File: config.mk
export PLATFORM = sky130hd
export DESIGN_NAME = tmr_err_monitor
export DESIGN_NICKNAME = d
export VERILOG_FILES = /design/src/rtl/tmr_err_monitor.sv
export SDC_FILE = /design/constraint.sdc
export NUM_CORES = 1
export LEC_CHECK = 0
export ABC_AREA = 0
export CORE_ASPECT_RATIO = 1.25
export CORE_UTILIZATION = 38
export DETAILED_ROUTE_END_ITERATION = 10
export PLACE_DENSITY = 0.7
export SYNTH_ARGS = -nofsm -noshare
export SYNTH_HDL_FRONTEND = slang
export SYNTH_SLANG_ARGS = --single-unit
export TNS_END_PERCENT = 30
File: constraint.sdc
create_clock -name clk -period 2.2 [get_ports clk]
set_input_delay 0.55 -clock clk [delete_from_list [all_inputs] [get_ports clk]]
set_output_delay 0.55 -clock clk [all_outputs]
set_load 0.05 [all_outputs]
File: src/rtl/tmr_err_monitor.sv
// Error-episode monitor for a triplicated design: edge-counts voter mismatches and queues event records.
// Define TMR_ERR_MON_TIMESTAMP_EN to build the free-running timestamp and per-record time storage.
module tmr_err_monitor #(
    parameter int CNT_W  = 8,
    parameter int TS_W   = 16,
    parameter int DEPTH  = 4,
    parameter int THRESH = 16
) (
    input  logic            clk,
    input  logic            rst_n,
    input  logic            err,
    input  logic            clr,
    output logic [CNT_W-1:0] err_cnt,
    output logic            err_seen,
    output logic            alarm,
    output logic            evt_valid,
    input  logic            evt_ready,
    output logic [TS_W-1:0] evt_time,
    output logic            evt_ovf
);
    localparam int PTR_W = $clog2(DEPTH);
    localparam int OCC_W = PTR_W + 1;
    localparam logic [OCC_W-1:0] OCC_FULL = OCC_W'(DEPTH);

    function automatic logic [CNT_W-1:0] sat_inc(input logic [CNT_W-1:0] v);
        return (v == {CNT_W{1'b1}}) ? v : v + CNT_W'(1);
    endfunction

    logic             err_d;
    logic             evt;
    logic [OCC_W-1:0] occ;
    logic             full;
    logic             pop;
    logic             push;
    logic             drop;

    assign evt  = err & ~err_d;
    assign full = (occ == OCC_FULL);
    assign pop  = evt_valid & evt_ready;
    // A pop in the same cycle frees the slot, so a push into a full FIFO is still accepted.
    assign push = evt & ~clr & (~full | pop);
    assign drop = evt & ~clr & full & ~pop;

    assign evt_valid = (occ != '0);
    assign alarm     = (err_cnt >= CNT_W'(THRESH));

    always_ff @(posedge clk) begin
        if (!rst_n) begin
            err_d    <= 1'b0;
            err_cnt  <= '0;
            err_seen <= 1'b0;
            evt_ovf  <= 1'b0;
            occ      <= '0;
        end else begin
            // err_d tracks err even under clr so a held level is not recounted.
            err_d <= err;
            if (clr) begin
                err_cnt  <= '0;
                err_seen <= 1'b0;
                evt_ovf  <= 1'b0;
                occ      <= '0;
            end else begin
                if (evt) begin
                    err_cnt  <= sat_inc(err_cnt);
                    err_seen <= 1'b1;
                end
                if (drop) begin
                    evt_ovf <= 1'b1;
                end
                case ({push, pop})
                    2'b10:   occ <= occ + OCC_W'(1);
                    2'b01:   occ <= occ - OCC_W'(1);
                    default: occ <= occ;
                endcase
            end
        end
    end

`ifdef TMR_ERR_MON_TIMESTAMP_EN
    logic [TS_W-1:0]  ts;
    logic [TS_W-1:0]  mem [DEPTH];
    logic [PTR_W-1:0] wr_ptr;
    logic [PTR_W-1:0] rd_ptr;

    always_ff @(posedge clk) begin
        if (!rst_n) begin
            ts     <= '0;
            wr_ptr <= '0;
            rd_ptr <= '0;
        end else begin
            ts <= ts + TS_W'(1);
            if (clr) begin
                wr_ptr <= '0;
                rd_ptr <= '0;
            end else begin
                if (push) wr_ptr <= wr_ptr + PTR_W'(1);
                if (pop)  rd_ptr <= rd_ptr + PTR_W'(1);
            end
        end
    end

    // Record storage carries no reset; evt_time is masked while the FIFO is empty.
    always_ff @(posedge clk) begin
        if (push) mem[wr_ptr] <= ts;
    end

    assign evt_time = evt_valid ? mem[rd_ptr] : '0;
`else
    assign evt_time = '0;
`endif

endmodule
==> results of run 1 <==
power groups by stage:
stage,Combinational [mW],Clock (mW),Sequential [mW]
6_report,0.125,0.136,0.261
3_5_place_dp,0.125,0,0.267
3_3_place_gp,0.124,0,0.267
5_1_grt,0.135,0.156,0.262
2_1_floorplan,0.112,0,0.273
4_1_cts,0.125,0.144,0.261
worst paths after layout:
path | startpoint | end | slack [ns] | cells past startpoint
worst max-delay path | err_cnt[4] | err_cnt[4] | 0.08 | 1
worst min-delay path | err_seen | err_seen | 0.48 | 2
worst max register to register | occ[1] | occ[2] | 0.36 | 6
worst min register to register | err_seen | err_seen | 0.48 | 2
sequential cells by signal (all words and copies together) (netlist names):
name / cells
occ: 3
evt_ovf: 1
err_d: 1
err_cnt: 8
err_seen: 1
area by class of cell:
cell class                      count  area share, %
Sequential cell                    14          26.67
Clock buffer                        3          2.143
Inverter                            5          1.786
Tap cell                           20          2.381
Timing Repair Buffer               24          20.60
Multi-Input combinational cell     79          46.43
cells in the mapped netlist, drive strengths merged:
| cell | instances | area share, % |
|---|---|---|
| buf | 17 | 15 |
| dfxtp | 14 | 33 |
| nor2 | 9 | 4.0 |
| nand3 | 6 | 3.5 |
| inv | 5 | 2.2 |
| a21oi | 4 | 2.4 |
| a21o | 3 | 2.7 |
| nand2 | 3 | 1.3 |
| o211ai | 3 | 2.7 |
| or3 | 3 | 2.2 |
| and3 | 2 | 1.5 |
| ha | 2 | 3.0 |
| nand2b | 2 | 1.5 |
| nor2b | 2 | 1.5 |
| nor4 | 2 | 1.5 |
| o21ai | 2 | 1.2 |
| or4 | 2 | 1.8 |
| xnor2 | 2 | 2.1 |
| xor2 | 2 | 2.1 |
| a31oi | 1 | 0.74 |
| and2 | 1 | 0.74 |
| clkbuf | 1 | 0.44 |
| conb | 1 | 0.44 |
| fa | 1 | 2.4 |
| mux2i | 1 | 1.2 |
| nand3b | 1 | 0.89 |
| nand4 | 1 | 0.74 |
| nor3 | 1 | 0.59 |
| nor3b | 1 | 0.89 |
| nor4bb | 1 | 1.2 |
| o2111ai | 1 | 1.0 |
| o211a | 1 | 1.2 |
| o21bai | 1 | 0.89 |
| or2b | 1 | 0.89 |
| or3b | 1 | 1.0 |
repair_timing:
item,CTS,global route
setup endpoints to repair,1,1
gates resized for setup,1,2
setup buffers,0,0
layer usage:
layer  part of all wire, %  wire length, um  vias up  global-route usage [%]
met5                     0                0        -                       0
met4                     0                0        0                   6.061
met3                   4.2               68        0                   1.980
met2                    50              802       23                   26.72
met1                    46              737      325                   17.84
li1                      -                -      366                       -
kinds of logic (layout without fill, tap and decap cells):
kind of cell | Yosys count | count (layout) | synth area share (%)
and+or+nand+nor | 39 | 39 | 25.70
muxes | 1 | 1 | 1.182
DFF | 14 | 14 | 33.09
buffers and inverters | 23 | 32 | 17.43
adders and majority gates | 3 | 3 | 5.317
other | 1 | 16 | 0.4427
xor gates and xnor gates | 4 | 4 | 4.137
AOI/OAI and AO/OA | 16 | 16 | 12.70
per-stage QoR:
step           total power [mW]  worst slack, ns
2_1_floorplan            0.3856          0.04787
3_5_place_dp             0.3927          -0.2315
5_1_grt                  0.5529          0.02354
6_report                 0.5231          0.08098
4_1_cts                  0.5304          0.04847
3_3_place_gp             0.3915          -0.1672
==> flow_metrics.env, run 1 <==
export IMPL_status="finished with violations"
export IMPL_violations="design-rule violations"
export IMPL_critPathBufInv=1
export IMPL_dr_pass1_iters=7
export IMPL_pwr_share_comb_pct=23.9
export IMPL_yosys_warnings=0
export IMPL_clk_pin_slew_ns=0.08
export IMPL_cts_tree="built"
export IMPL_wire_per_inst_um=11.10
export IMPL_max_stage_delay_ns=0.85
export IMPL_power_leakage_nw=0.4368
export IMPL_place_hpwl_mm=1.259
export IMPL_drt_iter0_markers=14
export IMPL_placed_area_sq_mm=0.001022
export IMPL_dp_cells=142
export IMPL_power_density_mw_per_mm2=497.7
export IMPL_cts_sinks=14
export IMPL_path_class="flop to output port"
export IMPL_min_path_type="flop to flop"
export IMPL_irDropWorstVdd_uv=302.8
export IMPL_arrival_ns=1.57
export IMPL_grt_pass1_vias=625
export IMPL_core_area_sq_mm=0.002027
export IMPL_p_int_mw=0.3520
export IMPL_start_util_pct=41.79
export IMPL_die_w_um=44.23
export IMPL_p_sw_share_pct=32.70
export IMPL_tightest_slew_ns=0.5016
export IMPL_post_route_cell_area_sq_mm=0.001051
export IMPL_syn_avg_cell_area_sq_um=8.387
export IMPL_ys_ff_latch=14
export IMPL_final_hold_violation_count=0
export IMPL_drc=2
export IMPL_clkLatencyLatePin_ns=0.27
export IMPL_portBuffers=16
export IMPL_grt_overflow=0
export IMPL_hold_ws_ns=0.4761
export IMPL_setup_viol=0
export IMPL_fill_cells=194
export IMPL_num_io_pins=33
export IMPL_regArea_sq_um=280.3
export IMPL_dieHeight_um=54.79
export IMPL_tns_ns=0
export IMPL_max_cap_violations=0
export IMPL_slew_headroom_pct=66.46
export IMPL_max_freq_mhz=471.9
export IMPL_synth_cell_area_sq_um=847.1
export IMPL_multi_input_area_sq_um=488.0
export IMPL_antenna_found_initial=0
export IMPL_area_growth_syn_to_layout_pct=24.08
export IMPL_numCtsBuffers=3
export IMPL_die_area_sq_mm=0.002423
export IMPL_routed_wl_mm=1.609
export IMPL_endpoint_kind="output port"
export IMPL_power_frac_seq_pct=50.0
export IMPL_rsz0062_at_grt="false"
export IMPL_nNetsFinal=135
export IMPL_ant_nets=0
export IMPL_hold_buffers=0
export IMPL_n_antenna_cell=0
export IMPL_fin_cells=145
export IMPL_path_cells="clkdlybuf4s50_1"
export IMPL_cp_top_family="buffers and inverters"
export IMPL_rows=18
export IMPL_vias=714
export IMPL_layout_commonest_cell="conb_1"
export IMPL_finClkSkew_ns=0.001005
export IMPL_worstPathMaxFanout=6
export IMPL_clockBufferDepth=2
export IMPL_grt_max_degree=12
export IMPL_routed_via_density=4.924
export IMPL_synthDistinctLibCells=36
export IMPL_finalCritPeriodShare_pct=96.32
export IMPL_grtUsageTotal_pct=14.92
export IMPL_critPathSlowestCell="clkdlybuf4s50_1"
export IMPL_cts_root_buf="clkbuf_4"
export IMPL_gp_congestion=0.7903
export IMPL_fin_util_pct=51.85
export IMPL_seq_area_frac_synth_pct=33.09
export IMPL_clkPwrFrac_pct=26.1
export IMPL_finalMaxSlewViolations=0
export IMPL_final_cell_mix="conb_1 (16), dfxtp_1 (14), clkdlybuf4s50_1 (14)"
export IMPL_grt_pass1_wl_mm=2.684
export IMPL_h_tree_depth=1
export IMPL_drive_gt1_share_pct=12.00
export IMPL_min_period_ns=2.119
export IMPL_synthCells=101
export IMPL_crit_required_ns=1.65
export IMPL_p_switching_mw=0.1711
export IMPL_cp_start_kind="flop"
No activity file was read; power rests on OpenSTA's default activity.
==> run 2, diff against run 1 <==
--- a/config.mk
+++ b/config.mk
@@ -7,6 +7,7 @@
 export LEC_CHECK = 0
 export ABC_AREA = 0
 export CORE_ASPECT_RATIO = 1.25
+export CORE_MARGIN = 2
 export CORE_UTILIZATION = 38
 export DETAILED_ROUTE_END_ITERATION = 10
 export PLACE_DENSITY = 0.7
==> flow_metrics.env, run 2 (synthesis gave the netlist of run 1 again) <==
export IMPL_drt_iter0_markers=2
export IMPL_setup_ws_ns=0.07195
export IMPL_min_path_type="flop to flop"
export IMPL_max_freq_mhz=469.9
export IMPL_p_sw_share_pct=31.44
export IMPL_cts_sinks=14
export IMPL_worstPathMaxFanout=6
export IMPL_core_area_sq_mm=0.002163
export IMPL_finalMaxSlewViolations=0
export IMPL_dp_slack_ns=-0.2158
export IMPL_tightest_slew_ns=0.5046
export IMPL_vias=747
export IMPL_finalCritPeriodShare_pct=96.73
export IMPL_hold_depth=2
export IMPL_cp_start_kind="flop"
export IMPL_h_tree_depth=1
export IMPL_dieHeight_um=56.79
export IMPL_power_mw=0.5685
export IMPL_path_cells="clkdlybuf4s50_1"
export IMPL_regArea_sq_um=280.3
export IMPL_critPathBufInv=1
export IMPL_clkLatencyLatePin_ns=0.28
export IMPL_numCtsBuffers=3
export IMPL_power_frac_seq_pct=46.0
export IMPL_max_cap_violations=0
export IMPL_clkPwrFrac_pct=31.8
export IMPL_cts_root_buf="clkbuf_4"
export IMPL_fin_cells=157
export IMPL_rr_worst_depth=6
export IMPL_path_class="flop to output port"
export IMPL_num_io_pins=33
export IMPL_hp_start="evt_ovf"
export IMPL_largest_reg_flops=8
export IMPL_pwr_share_comb_pct=22.3
export IMPL_min_delay_worst_endpoint="evt_ovf"
export IMPL_setup_viol=0
export IMPL_final_cell_mix="conb_1 (16), dfxtp_1 (14), clkdlybuf4s50_1 (14)"
export IMPL_min_period_ns=2.128
export IMPL_endpoint_kind="output port"
export IMPL_portBuffers=16
export IMPL_finClkSkew_ns=0.004847
export IMPL_n_antenna_cell=0
export IMPL_arrival_ns=1.58
export IMPL_drive_gt1_share_pct=12.70
export IMPL_grt_overflow=0
export IMPL_antenna_found_initial=0
export IMPL_grt_pass1_wl_mm=2.829
export IMPL_grt_pass1_vias=678
export IMPL_cts_tree="built"
export IMPL_regMostFlops="err_cnt"
export IMPL_final_hold_violation_count=0
export IMPL_power_leakage_nw=0.4426
export IMPL_slew_headroom_pct=66.25
export IMPL_place_hpwl_mm=1.322
export IMPL_cp_top_family="buffers and inverters"
export IMPL_p_switching_mw=0.1788
export IMPL_post_cts_buffers=0
export IMPL_power_density_mw_per_mm2=527.1
export IMPL_max_stage_delay_ns=0.85
export IMPL_routed_via_density=4.758
export IMPL_gp_congestion=0.7975
export IMPL_p_int_mw=0.3897
export IMPL_nNetsFinal=135
export IMPL_dp_cells=153
export IMPL_reg2reg_slack_ns=0.43
export IMPL_critPathSlowestCell="clkdlybuf4s50_1"
export IMPL_grt_max_degree=12
export IMPL_irDropWorstVdd_uv=355.2
export IMPL_dr_pass1_iters=4
export IMPL_clockBufferDepth=2
export IMPL_die_area_sq_mm=0.002625
export IMPL_ant_nets=0
export IMPL_status="completed"
export IMPL_crit_required_ns=1.65
export IMPL_worstReg2RegStart="occ[1]"
export IMPL_clk_pin_slew_ns=0.08
export IMPL_hold_ws_ns=0.4784
export IMPL_die_w_um=46.23
export IMPL_rsz0062_at_grt="false"
export IMPL_routed_wl_mm=1.694
export IMPL_hold_buffers=0
export IMPL_reg_largest_list="err_cnt: 8 flops, occ: 3 flops"
export IMPL_area_growth_syn_to_layout_pct=27.33
export IMPL_wire_per_inst_um=10.79
export IMPL_r2r_end="occ[2]"
export IMPL_fill_cells=211
export IMPL_rows=19
export IMPL_drc=0
export IMPL_layout_commonest_cell="conb_1"
export IMPL_grtUsageTotal_pct=14.45
export IMPL_start_util_pct=39.16
export IMPL_multi_input_area_sq_um=488.0
## run 2: changes by cell type in the layout (fill, tap and decap cells not counted)
cell      before  now
clkbuf_8       0    1
nand3_1        6    5
nand3_2        0    1
or3_1          1    2
or3_4          2    1
## run 2: per-layer routing
layer	global-route usage, %	wire length, um
met1	18.61	769
met2	23.21	837
met4	6.122	23
met5	0	0
met3	1.929	63
## run 2: worst max-delay path by stage
stage               start    endpoint  slack [ns]  cells past startpoint
3_3_place_gp          err      occ[2]       -0.17                      7
6_report       err_cnt[3]  err_cnt[3]        0.07                      1
3_5_place_dp          clr      occ[2]       -0.22                      7
4_1_cts        err_cnt[3]  err_cnt[3]        0.07                      1
5_1_grt               clr      occ[2]      0.0009                      7
2_1_floorplan         err      occ[2]        0.05                      7
## run 2: what timing repair did
item,CTS,global route
endpoints found under the setup margin,1,1
gates resized for setup,1,2
pin swaps,0,1
## run 2: power groups by stage
stage                     Clock (mW)  Combinational [mW]  Sequential (mW)
after global placement             0               0.124            0.267
after floorplan                    0               0.112            0.273
after global routing           0.197               0.135            0.262
final                          0.181               0.127            0.261
after CTS                      0.188               0.126            0.261
after detailed placement           0               0.127            0.267
## run 2: area by class of cell
cell class                      instances  area share, %
Inverter                                5          1.740
Multi-Input combinational cell         79          45.24
Tap cell                               31          3.596
Sequential cell                        14          25.99
Clock buffer                            4          3.364
Timing Repair Buffer                   24          20.07
## run 2: metrics by stage
| stage | area, sq um | setup TNS, ns | utilization (%) |
|---|---|---|---|
| final | 1079 | 0 | 49.86 |
| after global routing | 1079 | 0 | 49.86 |
| after floorplan | 908.4 | 0 | - |
| after CTS | 1071 | 0 | 49.51 |
| after global placement | 1036 | -0.2729 | 47.89 |
| after detailed placement | 1036 | -0.3615 | 47.89 |
==> run 3, diff against run 2 <==
--- a/config.mk
+++ b/config.mk
@@ -6,7 +6,7 @@
 export NUM_CORES = 1
 export LEC_CHECK = 0
 export ABC_AREA = 0
-export CORE_ASPECT_RATIO = 1.25
+export CORE_ASPECT_RATIO = 0.6
 export CORE_MARGIN = 2
 export CORE_UTILIZATION = 38
 export DETAILED_ROUTE_END_ITERATION = 10
@@ -14,4 +14,4 @@
 export SYNTH_ARGS = -nofsm -noshare
 export SYNTH_HDL_FRONTEND = slang
 export SYNTH_SLANG_ARGS = --single-unit
-export TNS_END_PERCENT = 30
+export TNS_END_PERCENT = 1
==> flow_metrics.env, run 3 (synthesis gave the netlist of run 1 again) <==
export IMPL_drc=0
export IMPL_final_hold_violation_count=0
export IMPL_reg_largest_list="err_cnt: 8 flops, occ: 3 flops"
export IMPL_slew_headroom_pct=64.63
export IMPL_gp_congestion=0.7709
export IMPL_finClkSkew_ns=0.004422
export IMPL_min_period_ns=2.076
export IMPL_start_util_pct=39.75
export IMPL_postCtsResizedCells=0
export IMPL_die_w_um=64.95
export IMPL_final_cell_mix="conb_1 (16), dfxtp_1 (14), clkdlybuf4s50_1 (13)"
export IMPL_tightest_slew_ns=0.5250
export IMPL_grtUsageTotal_pct=13.72
export IMPL_path_cells="clkdlybuf4s50_1, or3b_4, nand3_4, fa_2, or3_1, a31oi_1, a21oi_1"
export IMPL_numCtsBuffers=3
export IMPL_power_leakage_nw=0.4551
export IMPL_irDropWorstVdd_uv=320.8
export IMPL_clockBufferDepth=2
export IMPL_vias=729
export IMPL_clkLatencyLatePin_ns=0.25
export IMPL_dieHeight_um=40.57
export IMPL_min_path_type="flop to flop"
export IMPL_dp_slack_ns=-0.2289
export IMPL_max_freq_mhz=481.6
export IMPL_power_density_mw_per_mm2=542.5
export IMPL_drt_iter0_markers=46
export IMPL_n_antenna_cell=0
export IMPL_cp_start_kind="primary input"
export IMPL_grt_max_degree=12
export IMPL_finalMaxSlewViolations=0
export IMPL_cp_top_family="simple AND/OR/NAND/NOR gates"
export IMPL_cts_root_buf="clkbuf_8"
export IMPL_die_area_sq_mm=0.002635
export IMPL_nNetsFinal=136
export IMPL_place_hpwl_mm=1.343
export IMPL_max_cap_violations=0
export IMPL_grt_overflow=0
export IMPL_worstPathMaxFanout=2
export IMPL_cts_sinks=14
export IMPL_routed_via_density=4.673
export IMPL_post_cts_buffers=0
export IMPL_power_mw=0.5973
export IMPL_critPathSlowestCell="clkdlybuf4s50_1"
export IMPL_h_tree_depth=1
export IMPL_num_io_pins=33
export IMPL_layout_commonest_cell="conb_1"
export IMPL_arrival_ns=2.21
export IMPL_cts_tree="built"
export IMPL_portBuffers=16
export IMPL_path_class="primary input to flop"
export IMPL_fill_cells=217
export IMPL_finalCritPeriodShare_pct=94.38
export IMPL_clk_pin_slew_ns=0.06
export IMPL_grt_pass1_vias=571
export IMPL_drive_gt1_share_pct=14.29
export IMPL_core_area_sq_mm=0.002131
export IMPL_regMostFlops="err_cnt"
export IMPL_hold_buffers=0
export IMPL_status="completed"
export IMPL_largest_reg_flops=8
export IMPL_wire_per_inst_um=11.24
export IMPL_routed_wl_mm=1.754
export IMPL_endpoint_kind="flop"
export IMPL_setup_viol=0
export IMPL_rsz0062_at_grt="false"
export IMPL_ant_nets=0
export IMPL_setup_ws_ns=0.1237
export IMPL_area_growth_syn_to_layout_pct=29.99
export IMPL_crit_required_ns=2.34
export IMPL_critPathBufInv=1
export IMPL_grt_pass1_wl_mm=2.566
export IMPL_dr_pass1_iters=4
export IMPL_antenna_found_initial=0
export IMPL_rows=13
export IMPL_max_stage_delay_ns=0.48
## run 3: routing by layer
layer / wire (um) / track usage [%] / vias up
li1: - / - / 369
met2: 732 / 19.59 / 25
met4: 13 / 4.787 / 0
met1: 892 / 18.06 / 333
met5: 0 / 0 / -
met3: 114 / 6.461 / 2
## run 3: metrics by stage
stage / instance area, sq um / hold slack [ns] / util, % / TNS, ns / std cells
finish: 1101 / 0.4892 / 51.67 / 0 / 156
global route: 1101 / 0.5199 / 51.67 / 0 / 156
CTS: 1081 / 0.4896 / 50.73 / 0 / 156
detailed placement: 1040 / 0.4660 / 48.80 / -0.3143 / 153
global placement: 1040 / 0.4612 / 48.80 / -0.2459 / 153
floorplan: 908.4 / 0.5055 / - / 0 / 116
## run 3: worst reg2reg max path, cell delays in order (launching register included)
cell	delay, ns
dfxtp_1	0.47
or3_4	0.21
nand3_4	0.08
fa_2	0.37
or3_1	0.33
a31oi_1	0.19
a21oi_1	0.08
## run 3: area by class of cell
type | count | area [sq um] | share of cell area, %
Multi-Input combinational cell | 79 | 498.0 | 45.23
Sequential cell | 14 | 280.3 | 25.45
Timing Repair Buffer | 25 | 225.2 | 20.45
Clock buffer | 3 | 41.29 | 3.750
Tap cell | 30 | 37.54 | 3.409
Inverter | 5 | 18.77 | 1.705
## run 3: power by group
part	leakage, nW	internal, mW	switching, mW
Combinational	0.320	0.0327	0.0961
Clock	0.0216	0.121	0.0852
Sequential	0.113	0.258	0.00435
## run 3: path summary, 6_finish.rpt
path / start / endpoint / slack [ns] / cells after the start
setup / recovery: clr / occ[2] / 0.12 / 7
setup reg to reg: occ[1] / occ[2] / 0.37 / 6
hold / removal: evt_ovf / evt_ovf / 0.49 / 2
hold reg to reg: evt_ovf / evt_ovf / 0.49 / 2
